`config.mk`:
```
export PLATFORM = sky130hd
export DESIGN_NAME = fc_layer_stream
export DESIGN_NICKNAME = d
export VERILOG_FILES = /design/src/rtl/fc_layer_pkg.sv /design/src/rtl/fc_layer_stream_mac.sv /design/src/rtl/fc_layer_stream.sv
export SDC_FILE = /design/constraint.sdc
export NUM_CORES = 2
export LEC_CHECK = 0
export CAP_MARGIN = 15
export CORE_ASPECT_RATIO = 1.4
export CORE_MARGIN = 2
export CORE_UTILIZATION = 52
export DETAILED_ROUTE_END_ITERATION = 16
export GPL_TIMING_DRIVEN = 0
export PLACE_DENSITY = 0.72
export SLEW_MARGIN = 15
export SYNTH_ARGS = -nofsm -noshare
export SYNTH_HDL_FRONTEND = slang
export SYNTH_SLANG_ARGS = --single-unit
export TNS_END_PERCENT = 20
```
`constraint.sdc`:
```
create_clock -name clk -period 10.4 [get_ports clk]
set_input_delay 1.04 -clock clk [delete_from_list [all_inputs] [get_ports clk]]
set_output_delay 1.04 -clock clk [all_outputs]
set_load 0.05 [all_outputs]
```
`src/rtl/fc_layer_pkg.sv`:
```
// Shared types and helpers for the streaming fully-connected layer.
package fc_layer_pkg;

   localparam int unsigned ACT_NONE = 0;
   localparam int unsigned ACT_RELU = 1;
   localparam int unsigned SAT_W    = 64;

   typedef enum logic [1:0] {
      ACC  = 2'd0,
      BIAS = 2'd1,
      ACT  = 2'd2,
      OUT  = 2'd3
   } state_t;

   // Arithmetic shift right by fw, then clamp to the signed dw-bit range (result sign-extended).
   function automatic logic signed [SAT_W-1:0] shift_sat(
      input logic signed [SAT_W-1:0] acc,
      input int unsigned             dw,
      input int unsigned             fw
   );
      logic signed [SAT_W-1:0] shifted;
      logic signed [SAT_W-1:0] max_v;
      logic signed [SAT_W-1:0] min_v;
      shifted = acc >>> fw;
      max_v   = (SAT_W'(64'sd1) <<< (dw - 1)) - SAT_W'(64'sd1);
      min_v   = ~max_v;
      if (shifted > max_v) begin
         return max_v;
      end
      if (shifted < min_v) begin
         return min_v;
      end
      return shifted;
   endfunction

endpackage

```
`src/rtl/fc_layer_stream_mac.sv`:
```
// One neuron: weight memory with wrapping write pointer, bias, MAC accumulator and output stage.
// With FC_LAYER_OVF_FLAG_EN defined the neuron also reports saturation through sat.
module fc_neuron_mac
   import fc_layer_pkg::*;
#(
   parameter int unsigned DATA_WIDTH = 16,
   parameter int unsigned FRAC_WIDTH = 8,
   parameter int unsigned NUM_WEIGHT = 8,
   parameter int unsigned IDX_W      = 3,
   parameter int unsigned ACT_TYPE   = ACT_NONE
) (
   input  logic                  clk,
   input  logic                  rst,
   input  logic                  weight_we,
   input  logic                  bias_we,
   input  logic [DATA_WIDTH-1:0] weight_value,
   input  logic [DATA_WIDTH-1:0] bias_value,
   input  logic                  mac_en,
   input  logic [IDX_W-1:0]      sample_idx,
   input  logic [DATA_WIDTH-1:0] x_in,
   input  logic                  bias_en,
   input  logic                  act_en,
   input  logic                  clear,
   output logic [DATA_WIDTH-1:0] result
`ifdef FC_LAYER_OVF_FLAG_EN
   ,
   output logic                  sat
`endif
);

   // Guard bits cover NUM_WEIGHT products plus the shifted bias.
   localparam int unsigned ACC_W = 2 * DATA_WIDTH + IDX_W + 1;

   logic signed [DATA_WIDTH-1:0]   weight_mem [NUM_WEIGHT];
   logic        [IDX_W-1:0]        wr_ptr;
   logic signed [DATA_WIDTH-1:0]   bias;
   logic signed [ACC_W-1:0]        acc;
   logic signed [2*DATA_WIDTH-1:0] prod_c;
   logic signed [DATA_WIDTH-1:0]   clamp_c;
   logic signed [DATA_WIDTH-1:0]   act_c;

   always_ff @(posedge clk) begin
      if (rst) begin
         wr_ptr <= '0;
         bias   <= '0;
         for (int i = 0; i < NUM_WEIGHT; i++) begin
            weight_mem[i] <= '0;
         end
      end else begin
         if (weight_we) begin
            weight_mem[wr_ptr] <= weight_value;
            wr_ptr <= (wr_ptr == IDX_W'(NUM_WEIGHT - 1)) ? '0 : wr_ptr + IDX_W'(1);
         end
         if (bias_we) begin
            bias <= bias_value;
         end
      end
   end

   always_comb prod_c = $signed(x_in) * weight_mem[sample_idx];

   always_ff @(posedge clk) begin
      if (rst || clear) begin
         acc <= '0;
      end else if (mac_en) begin
         acc <= acc + ACC_W'(prod_c);
      end else if (bias_en) begin
         acc <= acc + (ACC_W'(bias) <<< FRAC_WIDTH);
      end
   end

   always_comb begin
      clamp_c = DATA_WIDTH'(shift_sat(SAT_W'(acc), DATA_WIDTH, FRAC_WIDTH));
      act_c   = clamp_c;
      if (ACT_TYPE == ACT_RELU && clamp_c[DATA_WIDTH-1]) begin
         act_c = '0;
      end
   end

   always_ff @(posedge clk) begin
      if (rst) begin
         result <= '0;
      end else if (act_en) begin
         result <= act_c;
      end
   end

`ifdef FC_LAYER_OVF_FLAG_EN
   // Saturated whenever the clamp changed the shifted sum.
   logic sat_c;
   always_comb sat_c = (acc >>> FRAC_WIDTH) != ACC_W'(clamp_c);

   always_ff @(posedge clk) begin
      if (rst) begin
         sat <= 1'b0;
      end else if (act_en) begin
         sat <= sat_c;
      end
   end
`endif

endmodule

```
`src/rtl/fc_layer_stream.sv`:
```
// Streaming fully-connected layer: control FSM, sample counter, handshakes and config decode.
// Optional FC_LAYER_OVF_FLAG_EN adds o_sat and sat_sticky saturation reporting.
module fc_layer_stream
   import fc_layer_pkg::*;
#(
   parameter int unsigned NN         = 4,
   parameter int unsigned NUM_WEIGHT = 8,
   parameter int unsigned DATA_WIDTH = 16,
   parameter int unsigned FRAC_WIDTH = 8,
   parameter int unsigned LAYER_NUM  = 1,
   parameter int unsigned ACT_TYPE   = ACT_NONE
) (
   input  logic                     clk,
   input  logic                     rst,
   input  logic                     cfg_weight_valid,
   input  logic                     cfg_bias_valid,
   input  logic [DATA_WIDTH-1:0]    cfg_weight_value,
   input  logic [DATA_WIDTH-1:0]    cfg_bias_value,
   input  logic [7:0]               cfg_layer_num,
   input  logic [7:0]               cfg_neuron_num,
   input  logic                     x_valid,
   output logic                     x_ready,
   input  logic [DATA_WIDTH-1:0]    x_in,
   output logic                     o_valid,
   input  logic                     o_ready,
   output logic [NN*DATA_WIDTH-1:0] x_out
`ifdef FC_LAYER_OVF_FLAG_EN
   ,
   output logic [NN-1:0]            o_sat,
   output logic                     sat_sticky
`endif
);

   localparam int unsigned CNT_W = (NUM_WEIGHT > 1) ? $clog2(NUM_WEIGHT) : 1;

   state_t           state;
   state_t           state_next;
   logic [CNT_W-1:0] count;
   logic             last_c;
   logic             mac_en_c;
   logic             bias_en_c;
   logic             act_en_c;
   logic             handshake_c;
   logic             cfg_open_c;
   logic             layer_hit_c;
   logic [NN-1:0]    weight_we_c;
   logic [NN-1:0]    bias_we_c;

   always_ff @(posedge clk) begin
      if (rst) begin
         state <= ACC;
      end else begin
         state <= state_next;
      end
   end

   always_comb last_c = (count == CNT_W'(NUM_WEIGHT - 1));

   always_comb begin
      state_next = state;
      case (state)
         ACC:     if (mac_en_c && last_c) state_next = BIAS;
         BIAS:    state_next = ACT;
         ACT:     state_next = OUT;
         OUT:     if (o_ready) state_next = ACC;
         default: state_next = ACC;
      endcase
   end

   // Config strobes take priority over input samples.
   always_comb begin
      x_ready     = 1'b0;
      o_valid     = 1'b0;
      mac_en_c    = 1'b0;
      bias_en_c   = 1'b0;
      act_en_c    = 1'b0;
      handshake_c = 1'b0;
      case (state)
         ACC: begin
            x_ready  = !rst && !cfg_weight_valid && !cfg_bias_valid;
            mac_en_c = x_ready && x_valid;
         end
         BIAS:    bias_en_c = 1'b1;
         ACT:     act_en_c  = 1'b1;
         OUT: begin
            o_valid     = 1'b1;
            handshake_c = o_ready;
         end
         default: ;
      endcase
   end

   always_ff @(posedge clk) begin
      if (rst || handshake_c) begin
         count <= '0;
      end else if (mac_en_c) begin
         count <= last_c ? '0 : count + CNT_W'(1);
      end
   end

   // Weights and biases may only change between frames.
   always_comb begin
      cfg_open_c  = (state == ACC) && (count == '0);
      layer_hit_c = (cfg_layer_num == 8'(LAYER_NUM));
      weight_we_c = '0;
      bias_we_c   = '0;
      for (int k = 0; k < NN; k++) begin
         weight_we_c[k] = cfg_open_c && layer_hit_c && cfg_weight_valid && (cfg_neuron_num == 8'(k));
         bias_we_c[k]   = cfg_open_c && layer_hit_c && cfg_bias_valid && (cfg_neuron_num == 8'(k));
      end
   end

   for (genvar k = 0; k < NN; k++) begin : g_neuron
      fc_neuron_mac #(
         .DATA_WIDTH (DATA_WIDTH),
         .FRAC_WIDTH (FRAC_WIDTH),
         .NUM_WEIGHT (NUM_WEIGHT),
         .IDX_W      (CNT_W),
         .ACT_TYPE   (ACT_TYPE)
      ) u_mac (
         .clk          (clk),
         .rst          (rst),
         .weight_we    (weight_we_c[k]),
         .bias_we      (bias_we_c[k]),
         .weight_value (cfg_weight_value),
         .bias_value   (cfg_bias_value),
         .mac_en       (mac_en_c),
         .sample_idx   (count),
         .x_in         (x_in),
         .bias_en      (bias_en_c),
         .act_en       (act_en_c),
         .clear        (handshake_c),
         .result       (x_out[k*DATA_WIDTH +: DATA_WIDTH])
`ifdef FC_LAYER_OVF_FLAG_EN
         ,
         .sat          (o_sat[k])
`endif
      );
   end

`ifdef FC_LAYER_OVF_FLAG_EN
   always_ff @(posedge clk) begin
      if (rst) begin
         sat_sticky <= 1'b0;
      end else if (|o_sat) begin
         sat_sticky <= 1'b1;
      end
   end
`endif

endmodule

```
==> flow_metrics.py <==
metrics = {
    "detailed_routing": {
        "drtPass1Iterations": 9,
        "detail-route-antenna-nets": 0,
        "vias": 64218,
        "dr.first_iter.drc_count": 5228,
        "routedWlPerCell_um": 28.0,
        "post-route-drc-count": 0,
        "avgViaCountPerCell": 5.83,
        "drt-total-wl_mm": 308,
    },
    "pwr": {
        "switching_share": 0.487,
        "clkPwrFrac": 0.156,
        "seqPwrFrac": 0.176,
        "p_leak_nw": 42.5,
        "power_frac_comb": 0.668,
        "peakVddDrop_mv": 0.338,
        "p_int_w": 0.0107,
        "finalPower_w": 0.0209,
        "power_density_nw_per_um2": 223,
        "p_switching_w": 0.0102,
    },
    "timing": {
        "report.final.hold_viol_count": 0,
        "hold_slack_ns": 0.462,
        "setup_ws_ns": 0.183,
        "worst_slew_pin_slew_ns": 1.42,
        "max_freq_ghz": 0.0979,
        "relSlewSlack": 0.0548,
        "finalSetupViolCount": 0,
        "period_minus_slack_ns": 10.22,
        "drv_slew": 0,
        "fin_crit_sh": 0.982,
        "rsz0062_at_grt": "no",
        "finalClockSkew_ns": 0.109,
    },
    "clocking": {
        "cts_sinks": 804,
        "path_clk_slew_ns": 0.07,
        "hold_buffers": 0,
        "cts_inserted_buffers": 84,
        "root_buffer": "clkbuf_16",
        "htreeDepth": 3,
        "cts_tree": "built",
        "clock_latency_ns": 0.79,
        "clk_path_buf_depth": 3,
        "cts_setup_buffers": 0,
    },
    "placed_design": {
        "gp_congestion": 1.06,
        "pre_cts_ws_ns": -0.224,
        "post-dp-hpwl_mm": 251,
        "portBuffers": 118,
    },
    "die": {
        "die_w_um": 349,
        "top_level_ports": 136,
        "die-area_um2": 170000,
        "rows": 177,
        "die_y_um": 487,
        "coreArea_um2": 166000,
        "start_util": 0.522,
    },
    "yosys": {
        "synth_area_per_cell_um2": 10.1,
        "synthArstFlopShare": 0,
        "synth_warnings": 0,
        "synth_seq_area_share": 0.245,
        "ys_ff_latch": 804,
        "synth_edf_count": 512,
        "yosys.area.top_type": "fa_1",
        "synthCells": 8556,
        "synth_area_leaders": "fa_1 29%, edfxtp_1 18%, ha_1 8.0%",
        "ys.flop_type": "edfxtp_1",
        "syn_area_um2": 86600,
        "synth_cell_types": 86,
        "syn_nets": 10437,
        "synth_top_area_frac": 0.291,
    },
    "global_route": {
        "grt_start_max_net_pins": 21,
        "gr-total-overflow": 0,
        "grt_antenna_before_repair": 32,
        "grt_pass1_vias": 67355,
        "track_usage": 0.368,
        "grt_pass1_wl_mm": 449,
    },
    "critical_path": {
        "crit_required_ns": 11.04,
        "cp_max_fo": 10,
        "cp.arrival_ns": 10.85,
        "ff2ff_path_depth": 30,
        "end_kind": "register",
        "critical_path_buf_inv_count": 9,
        "cpPeakStageDelay_ns": 1.11,
        "worstSetupPathType": "reg2reg",
        "critPathLaunchType": "register",
        "worstReg2RegEnd": "g_neuron[0].u_mac.acc[35]",
        "cpMostUsedCell": "inv_1",
        "cpLargestDelayFamily": "compound AO/OA/AOI/OAI gates",
        "r2r_setup_slack_ns": 0.18,
        "cpMaxStageDelayCell": "a2111oi_1",
    },
    "layout": {
        "nets": 10645,
        "layout_commonest_cell": "inv_1",
        "syn_to_final_growth_pct": 8.23,
        "nFillCells": 14519,
        "drive_gt1_frac": 0.0526,
        "final_cell_mix": "1574 x inv_1, 1260 x fa_1, 668 x and2_1",
    },
    "flow_run": {
        "cap_violations": 0,
    },
    "min_path": {
        "holdPathStages": 2,
        "min_path_type": "reg2reg",
        "worstHoldStart": "g_neuron[0].u_mac.acc[2]",
        "holdPathEnd": "g_neuron[0].u_mac.acc[2]",
    },
    "status": {
        "status": "finished clean",
    },
}
==> registers in the layout, indices dropped and copies added, names as in the netlist, named ones only <==
register,flops
count,3
g_neuron.u_mac.wr_ptr,12
g_neuron.u_mac.bias,64
g_neuron.u_mac.acc,144
g_neuron.u_mac.result,64
state,2
g_neuron.u_mac.weight_mem,512
==> per-layer routing <==
metal,track usage,vias to the layer above,wire [um]
li1,-,27677,-
met1,0.422,32360,108000
met4,0.300,22,30400
met5,0,-,140
met2,0.595,3133,144000
met3,0.0762,1026,24400
==> per-stage QoR <==
step	utilization	instances	TNS [ns]	cell area [um^2]
floorplan	-	8556	0	86600
global placement	0.545	10822	-0.848	90400
detailed placement	0.546	10826	-0.452	90600
CTS	0.564	10983	0	93500
global route	0.565	10990	0	93600
finish	0.565	11016	0	93700
==> worst min-delay path, delay by kind of cell, from the launching register on <==
| family | cells | cell delay, ns |
|---|---|---|
| compound gates | 1 | 0.05 |
| flops | 1 | 0.31 |
| simple gates | 1 | 0.05 |
==> cells by family (layout without fill, tap and decap cells) <==
kind of cell	after synthesis	in the layout	synth area share
AOI/OAI and AO/OA	976	976	0.0720
other	0	33	0
and+or+nand+nor	2432	2432	0.147
adders and majority gates	1811	1811	0.371
DFF	804	804	0.245
buffers and inverters	1997	2276	0.0868
xor gates and xnor gates	215	215	0.0218
muxes	321	321	0.0564
==> power groups by stage <==
stage | clock network [W] | registers, W | logic, W
4_1_cts | 0.00325 | 0.00367 | 0.0137
6_report | 0.00326 | 0.00368 | 0.0139
3_5_place_dp | 0 | 0.00374 | 0.0136
5_1_grt | 0.00338 | 0.00369 | 0.0155
3_3_place_gp | 0 | 0.00373 | 0.0134
2_1_floorplan | 0 | 0.00366 | 0.00998
==> final cells by class <==
class / count / area [um^2] / share of cell area
multi-input combinational: 5755 / 58000 / 0.618
sequential: 804 / 21200 / 0.226
inverter: 1575 / 5920 / 0.0631
tap: 2148 / 2690 / 0.0287
clock buffer: 94 / 2210 / 0.0236
buffer: 422 / 1670 / 0.0179
timing repair buffer: 122 / 1230 / 0.0132
clock inverter: 63 / 726 / 0.00774
antenna: 33 / 82.6 / 0.000881
==> worst max path at each step <==
stage,endpoint,cells past startpoint
4_1_cts,g_neuron[3].u_mac.acc[35],29
3_5_place_dp,g_neuron[3].u_mac.acc[35],29
5_1_grt,g_neuron[0].u_mac.acc[34],29
6_report,g_neuron[0].u_mac.acc[35],30
3_3_place_gp,g_neuron[3].u_mac.acc[35],29
2_1_floorplan,g_neuron[3].u_mac.acc[35],28
==> Yosys cell counts, types with 40 or more instances <==
cell type  instances
inv_1           1574
o21ai_0          134
nor2b_1          380
xnor2_1          150
a21oi_1          322
ha_1             551
nand2b_1         127
or2_2             43
a21o_1           106
buf_1             40
dfxtp_1          292
nand3_1           51
xor2_1            65
nand2_1          598
edfxtp_1         512
nor3_1            46
mux2i_1          152
mux4_2           128
clkbuf_1         365
nor2_1           384
a211oi_1         107
and2_1           668
o21ai_1           44
o21a_1            40
fa_1            1260
==> timing repair <==
| item | CTS | global route |
|---|---|---|
| endpoints found under the setup margin | 9 | 24 |
| pin swaps | 0 | 0 |
| resized for setup | 7 | 24 |
No activity file was read; power rests on OpenSTA's default activity.
